<file path="src/rtl/tmr_sequencer_pkg.sv">
// Shared constants for the timer sequencer: state encodings and the default watchdog limit.
package tmr_sequencer_pkg;

    localparam int          SEQ_STEP_W_C = 8;
    localparam int          SEQ_WDOG_W_C = 22;
    localparam int unsigned SEQ_WDOG_C   = 32'h003F_FFFF;

    typedef enum logic [1:0] {
        SEQ_IDLE_S  = 2'd0,
        SEQ_ARM_S   = 2'd1,
        SEQ_WAIT_S  = 2'd2,
        SEQ_DRAIN_S = 2'd3
    } seq_state_e;

endpackage

</file>
<file path="src/rtl/tmr_sequencer.sv">
// Initiator side of the timer handshake: runs STEPS back-to-back one-shot periods,
// reports each period and the final completion, and guards the timer with a watchdog.
module tmr_sequencer
    import tmr_sequencer_pkg::*;
#(
    parameter int          STEP_W   = SEQ_STEP_W_C,
    parameter int          WDOG_W   = SEQ_WDOG_W_C,
    parameter int unsigned WDOG_MAX = SEQ_WDOG_C
) (
    input  logic              CLK,
    input  logic              RST_N,
    input  logic              GO,
    input  logic [STEP_W-1:0] STEPS,
    input  logic              ABORT,
    input  logic              PULSE,
    output logic              START_TMR,
    output logic              BUSY,
    output logic              STEP,
    output logic [STEP_W-1:0] STEP_IDX,
    output logic              DONE,
    output logic              ERR
);

    localparam logic [WDOG_W-1:0] WDOG_LIM = WDOG_W'(WDOG_MAX);

    seq_state_e        state;
    logic [STEP_W-1:0] steps_q;
    logic [WDOG_W-1:0] wdog;
    logic [WDOG_W-1:0] wdog_inc;
    logic              wdog_exp;
    logic [STEP_W-1:0] idx_inc;
    logic              last_step;

    // Expiry is judged on the value the counter is about to take, so the error
    // lands WDOG_MAX+1 cycles after the timer start.
    always_comb begin
        wdog_inc  = (wdog == WDOG_LIM) ? wdog : wdog + WDOG_W'(1);
        wdog_exp  = (wdog_inc == WDOG_LIM);
        idx_inc   = STEP_IDX + STEP_W'(1);
        last_step = (idx_inc == steps_q);
    end

    always_ff @(posedge CLK or negedge RST_N) begin
        if (!RST_N) begin
            state     <= SEQ_IDLE_S;
            START_TMR <= 1'b0;
            BUSY      <= 1'b0;
            STEP      <= 1'b0;
            DONE      <= 1'b0;
            ERR       <= 1'b0;
            STEP_IDX  <= '0;
            steps_q   <= '0;
            wdog      <= '0;
        end else begin
            START_TMR <= 1'b0;
            STEP      <= 1'b0;
            DONE      <= 1'b0;
            case (state)
                SEQ_IDLE_S: begin
                    if (GO) begin
                        ERR <= 1'b0;
                        if (STEPS != '0) begin
                            steps_q   <= STEPS;
                            STEP_IDX  <= '0;
                            START_TMR <= 1'b1;
                            BUSY      <= 1'b1;
                            state     <= SEQ_ARM_S;
                        end else begin
                            DONE <= 1'b1;
                        end
                    end
                end
                SEQ_ARM_S: begin
                    wdog  <= '0;
                    state <= SEQ_WAIT_S;
                end
                SEQ_WAIT_S: begin
                    wdog <= wdog_inc;
                    if (PULSE) begin
                        STEP     <= 1'b1;
                        STEP_IDX <= idx_inc;
                        if (last_step) begin
                            DONE  <= 1'b1;
                            BUSY  <= 1'b0;
                            state <= SEQ_IDLE_S;
                        end else if (ABORT) begin
                            BUSY  <= 1'b0;
                            state <= SEQ_IDLE_S;
                        end else begin
                            START_TMR <= 1'b1;
                            state     <= SEQ_ARM_S;
                        end
                    end else if (ABORT) begin
                        state <= SEQ_DRAIN_S;
                    end else if (wdog_exp) begin
                        ERR   <= 1'b1;
                        BUSY  <= 1'b0;
                        state <= SEQ_IDLE_S;
                    end
                end
                // The timer cannot be cancelled, so its pending pulse is swallowed here.
                SEQ_DRAIN_S: begin
                    wdog <= wdog_inc;
                    if (PULSE) begin
                        BUSY  <= 1'b0;
                        state <= SEQ_IDLE_S;
                    end else if (wdog_exp) begin
                        ERR   <= 1'b1;
                        BUSY  <= 1'b0;
                        state <= SEQ_IDLE_S;
                    end
                end
                default: begin
                    BUSY  <= 1'b0;
                    state <= SEQ_IDLE_S;
                end
            endcase
        end
    end

endmodule

</file>
<file path="config.mk">
export PLATFORM = sky130hd
export DESIGN_NAME = tmr_sequencer
export DESIGN_NICKNAME = d
export VERILOG_FILES = /design/src/rtl/tmr_sequencer_pkg.sv /design/src/rtl/tmr_sequencer.sv
export SDC_FILE = /design/constraint.sdc
export NUM_CORES = 1
export LEC_CHECK = 0
export BUFFER_PORTS_ARGS = -buffer_cell sky130_fd_sc_hd__buf_2
export CORE_MARGIN = 8
export CORE_UTILIZATION = 50
export DETAILED_ROUTE_END_ITERATION = 12
export GPL_TIMING_DRIVEN = 0
export PLACE_DENSITY = 0.67
export SYNTH_ARGS = -nofsm -noshare
export SYNTH_HDL_FRONTEND = slang
export SYNTH_SLANG_ARGS = --single-unit
</file>
<file path="constraint.sdc">
create_clock -name CLK -period 6.1 [get_ports CLK]
set_input_delay 0.305 -clock CLK [delete_from_list [all_inputs] [get_ports CLK]]
set_output_delay 0.305 -clock CLK [all_outputs]
set_load 0.005 [all_outputs]
</file>
# Word-level counts from Yosys, hierarchy flattened
# Index checks and enable logic that the tools add are counted.
# word_totals
ff_bits,45
latchBits,0
ramBits,0
rom_bits,0
input_bits,13
output_inout_bits,13
wordCells,79
mem_count,0
# op_classes
addsub,2
multipliers,0
n_div,0
n_lt_le_gt_ge,0
eq_ne,14
n_shift,0
mux,43
bitwise,0
n_reduce_logical,11
# ops
operator,count
== test 22 bit (second input constant),2
case mux 22 bit (2 select lines),1
two-way mux 1 bit,26
two-way mux 8 bit,3
adder 22 x 1 -> 22 bit (second input constant),1
two-way mux 22 bit,1
case mux 8 bit (2 select lines),1
two-way mux 2 bit,6
inequality test 2 bit (second input constant),6
AND reduction 5 bit,2
adder 8 x 1 -> 8 bit (second input constant),1
== test 8 bit,1
case mux 2 bit (4 select lines),1
nonzero test 8 bit,1
case mux 1 bit (3 select lines),2
== test 2 bit (second input constant),2
inequality test 4 bit (second input constant),1
case mux 1 bit (2 select lines),2
AND reduction 4 bit,1
nonzero test 2 bit,2
inequality test 3 bit (second input constant),1
AND reduction 3 bit,1
nonzero test 3 bit,1
== test 2 x 1 -> 1 bit (second input constant),1
3 further kinds,3

# Depth between registers and ports, before layout
# logic_depth
depth_word,7
depth_mapped,10
ltp_nobuf,8

# Worst setup path after synthesis
# No wires, ideal clock.
# synth_path
path_kind,register to register
from,reg wdog[0]
to,reg ERR
setup_ns,0.067
t_arrival_ns,2.579
required_time_ns,6.033
slack_ns,3.454
stages_incl_launch_ff,10
path_buffers,2
period_less_slack_ns,2.646
path_cell_list,dfrtp_1 > ha_1 > buf_4 > and3_1 > buf_2 > or3_1 > a221o_1 > a221o_1 > nor4_4 > a32o_1
# synth_between
elab_chain_len,7
elab_cells_between_ends,9
cone_classes,add/sub: 1; eq/ne: 2; mux: 6
# synth_lines
item,line,rtl
from (decl),tmr_sequencer.sv:28,logic [WDOG_W-1:0] wdog;
from (signal assigned),tmr_sequencer.sv:78,wdog <= wdog_inc;
from (signal assigned),tmr_sequencer.sv:103,wdog <= wdog_inc;
adder 22 x 1 -> 22 bit / == test 22 bit (equally long branches),tmr_sequencer.sv:37,wdog_inc = (wdog == WDOG_LIM) ? wdog : wdog + WDOG_W'(1);
two-way mux 22 bit (*),tmr_sequencer.sv:37,
== test 22 bit (*),tmr_sequencer.sv:38,wdog_exp = (wdog_inc == WDOG_LIM);
two-way mux 1 bit (*),-,
two-way mux 1 bit (2 in a row),-,
case mux 1 bit (3 select lines) (*),-,
to (signal assigned),tmr_sequencer.sv:50,ERR <= 1'b0;
to (signal assigned),tmr_sequencer.sv:61,ERR <= 1'b0;
to (signal assigned),tmr_sequencer.sv:96,ERR <= 1'b1;
to (decl),tmr_sequencer.sv:21,output logic ERR
# Every way passes the cells marked *; elsewhere a longest branch is shown, timed or not. The select of a mux whose other input is x is not followed.
# A chain may end at the register's enable or synchronous reset.

# Worst setup path after layout
# Ends and elaborated chain as after synthesis.

==> results.yml <==
run_status:
  run_status: "complete, no violations"
worst_setup_path:
  crit_path_start_kind: "flip-flop"
  worst_ep_arrival_time_ns: 3.45
  crit_path_max_fanout: 8
  worst-setup-path-type: "reg2reg"
  cp_data_required_time_ns: 6.34
  timing.critical_path.to_type: "flip-flop"
synthesis:
  synth_edf_count: 0
  synth_top_family_by_area: "simple AND/OR/NAND/NOR gates"
  synth_top_cells_by_count: "nand2_1 (59), dfrtp_1 (45), o21ai_0 (33), nor2_1 (17), a21oi_1 (16)"
  synth_seq_cells: 45
  synthMostInstantiatedCell: "nand2_1"
  synth.area.mux_share: 0.02092
  synth-async-reset-ratio: 1.000
  yosys.area_share.xor_xnor: 0.04056
  compound_cell_area_share_of_the_yosys_netlist: 0.1909
  synth_warnings: 0
  yosys.area.top_type: "dfrtp_1"
  synthesis.instances: 349
  synth_fp_nets: 364
  synth-seq-area-share: 0.3843
  main_synth_ff_type: "dfrtp_1"
  yosys.area.top_type_share: 0.3843
  post_synth_fa_ha_maj_area_fraction: 0.008540
  synth.lib_cells_used.distinct: 58
  netlist_area_um2: 2930
  mean_instance_size_in_the_synthesized_netlist_um2: 8.396
  yosys-top-cells-area: "dfrtp_1 (38%), nand2_1 (7.6%), o21ai_0 (5.6%), nand4_1 (3.0%), a21oi_1 (2.7%)"
  simple_gate_area_share_of_the_yosys_netlist: 0.3006
sta:
  timing.slew.headroom: 0.3273
  fmax_mhz: 311.4
  worstMarginPinSlew_ns: 1.009
  timing.final.hold_violations: 0
  grt_setup_unrepaired: "no"
  timing.final.max_slew_violations: 0
  timing.setup.tns_ns: 0
  skew_ns: 0.006292
  min_period_over_period: 0.5265
  setup_slack_ns: 2.889
  setup_viol: 0
  period_needed_ns: 3.211
clocking:
  cts_root_buf: "clkbuf_8"
  cts_setup_buffers: 0
  tritoncts: "done"
  clk_latency_ns: 0.30
  buffer_depth_of_the_longest_clock_path: 2
  htree_num_levels: 2
  cts.reportedPaths.clkPinSlew_ns: 0.09
  cts_resized: 0
  hold_buffers: 0
  cts_num_sinks: 45
  cts_made_buffers: 5
global_route:
  grt_use_total: 0.1935
  maximum_number_of_pins_on_one_net_before_global_route_repair: 46
  grt_remaining_overflow: 0
  grt_pass1_wl_mm: 13.46
  first_global_vias: 2630
  initial_antenna_violation_count: 0
final_layout:
  n_antenna_cell: 0
  final_core_utilization: 0.5662
  final_instance_area_um2: 3273
  fillerInstances: 570
  drive_above_1_share: 0.1492
  syn2layout_area_growth_pct: 11.70
  num-nets-final: 396
routing:
  drt_pre_antenna_iters: 5
  vias: 2824
  initialDrtViolationCount: 300
  routedWlPerCell_um: 17.93
  drc_errors: 0
  drt-total-wl_mm: 8.195
  vias_per_cell: 6.179
  drt.antenna.violating_nets: 0
die:
  fp.dieArea_um2: 8566
  core-area_um2: 5781
  boundaryPins: 26
  die_height_um: 92.56
  die_x_um: 92.56
  initial_utilization: 0.5069
  placementRows: 28
hold_path:
  worstHoldPathType: "in2async"
power:
  power_density_nw_per_um2: 321.3
  worst_ir_drop_vdd_mv: 0.2303
  power.static_leakage_nw: 1.429
  fin_total_pwr_mw: 1.052
placed_design:
  standard_cell_area_after_detailed_placement_um2: 3149
  dp_hpwl_mm: 5.995
  post-place-ws_ns: 2.978
  place.port_buffers: 25
  globalplace.congestion: 0.9693
run:
  timing.max_cap.violations: 0
cell type report:
class | instances | area, µm² | area share
clock inverter | 2 | 41.29 | 0.01261
buffer | 23 | 113.9 | 0.03479
sequential | 45 | 1126 | 0.3440
timing repair buffer | 25 | 125.1 | 0.03823
tap | 75 | 93.84 | 0.02867
clock buffer | 6 | 82.58 | 0.02523
multi-input combinational | 269 | 1645 | 0.5027
inverter | 12 | 45.04 | 0.01376
sequential cells by signal, indices dropped and copies added (netlist names), 2 cells and up:
signal    flops
wdog         22
STEP_IDX      8
steps_q       8
state         2
stage by stage:
stage	instances	hold WS [ns]
final	457	0.1629
after global routing	457	0.2137
after CTS	457	0.1947
after detailed placement	449	0.4978
after global placement	449	0.4876
after floorplan	349	0.009409
cell families after synthesis:
family / Yosys count
compound gates: 89
xor+xnor: 12
fa+ha+maj: 2
buf+inv: 35
flops: 45
mux: 6
simple gates: 160
worst max-delay path: stages, from the launching register on:
cell,delay (ns)
dfrtp_1,0.49
ha_1,0.20
buf_4,0.16
nand3_2,0.16
nor2_1,0.43
o311ai_1,0.18
or4_1,0.55
a221o_1,0.32
nor4_4,0.41
a32o_1,0.24
path summary, 6_finish.rpt:
check	cells after the start	start	end	slack [ns]
setup / recovery	9	wdog[0]	ERR	2.89
hold / removal	1	RST_N	STEP_IDX[4]	0.16
setup reg to reg	9	wdog[0]	ERR	2.89
hold reg to reg	1	ERR	ERR	0.52
max in group asynchronous	1	RST_N	state[1]	5.31
min in group CLK	3	STEPS[3]	steps_q[3]	0.20
report_power, final:
part / internal [mW] / leakage [nW] / switching, mW
clock: 0.136 / 0.0633 / 0.112
sequential: 0.354 / 0.603 / 0.0607
combinational: 0.151 / 0.763 / 0.238
total: 0.641 / 1.43 / 0.411
per-layer routing:
| metal | vias to the layer above | track usage | routed length [µm] |
|---|---|---|---|
| li1 | 1354 | - | - |
| met1 | 1343 | 0.2859 | 3902 |
| met2 | 119 | 0.2735 | 3571 |
| met3 | 8 | 0.04207 | 638 |
| met4 | 0 | 0.05638 | 83 |
| met5 | - | 0 | 0 |
placed cells by master, fill, tap and decap left out, types with 5 or more instances in the layout:
master / instances
and4_1: 6
mux2i_1: 5
clkbuf_1: 12
buf_2: 29
nor3_1: 6
a31oi_1: 10
dfrtp_1: 45
o21ai_0: 33
nand3_1: 14
buf_4: 6
inv_1: 12
nor4_1: 7
xnor2_1: 8
a21oi_1: 16
and3_1: 8
clkbuf_8: 6
nor2_1: 17
nand4_1: 14
nand2_1: 59
(Power assumes the default switching activity.)
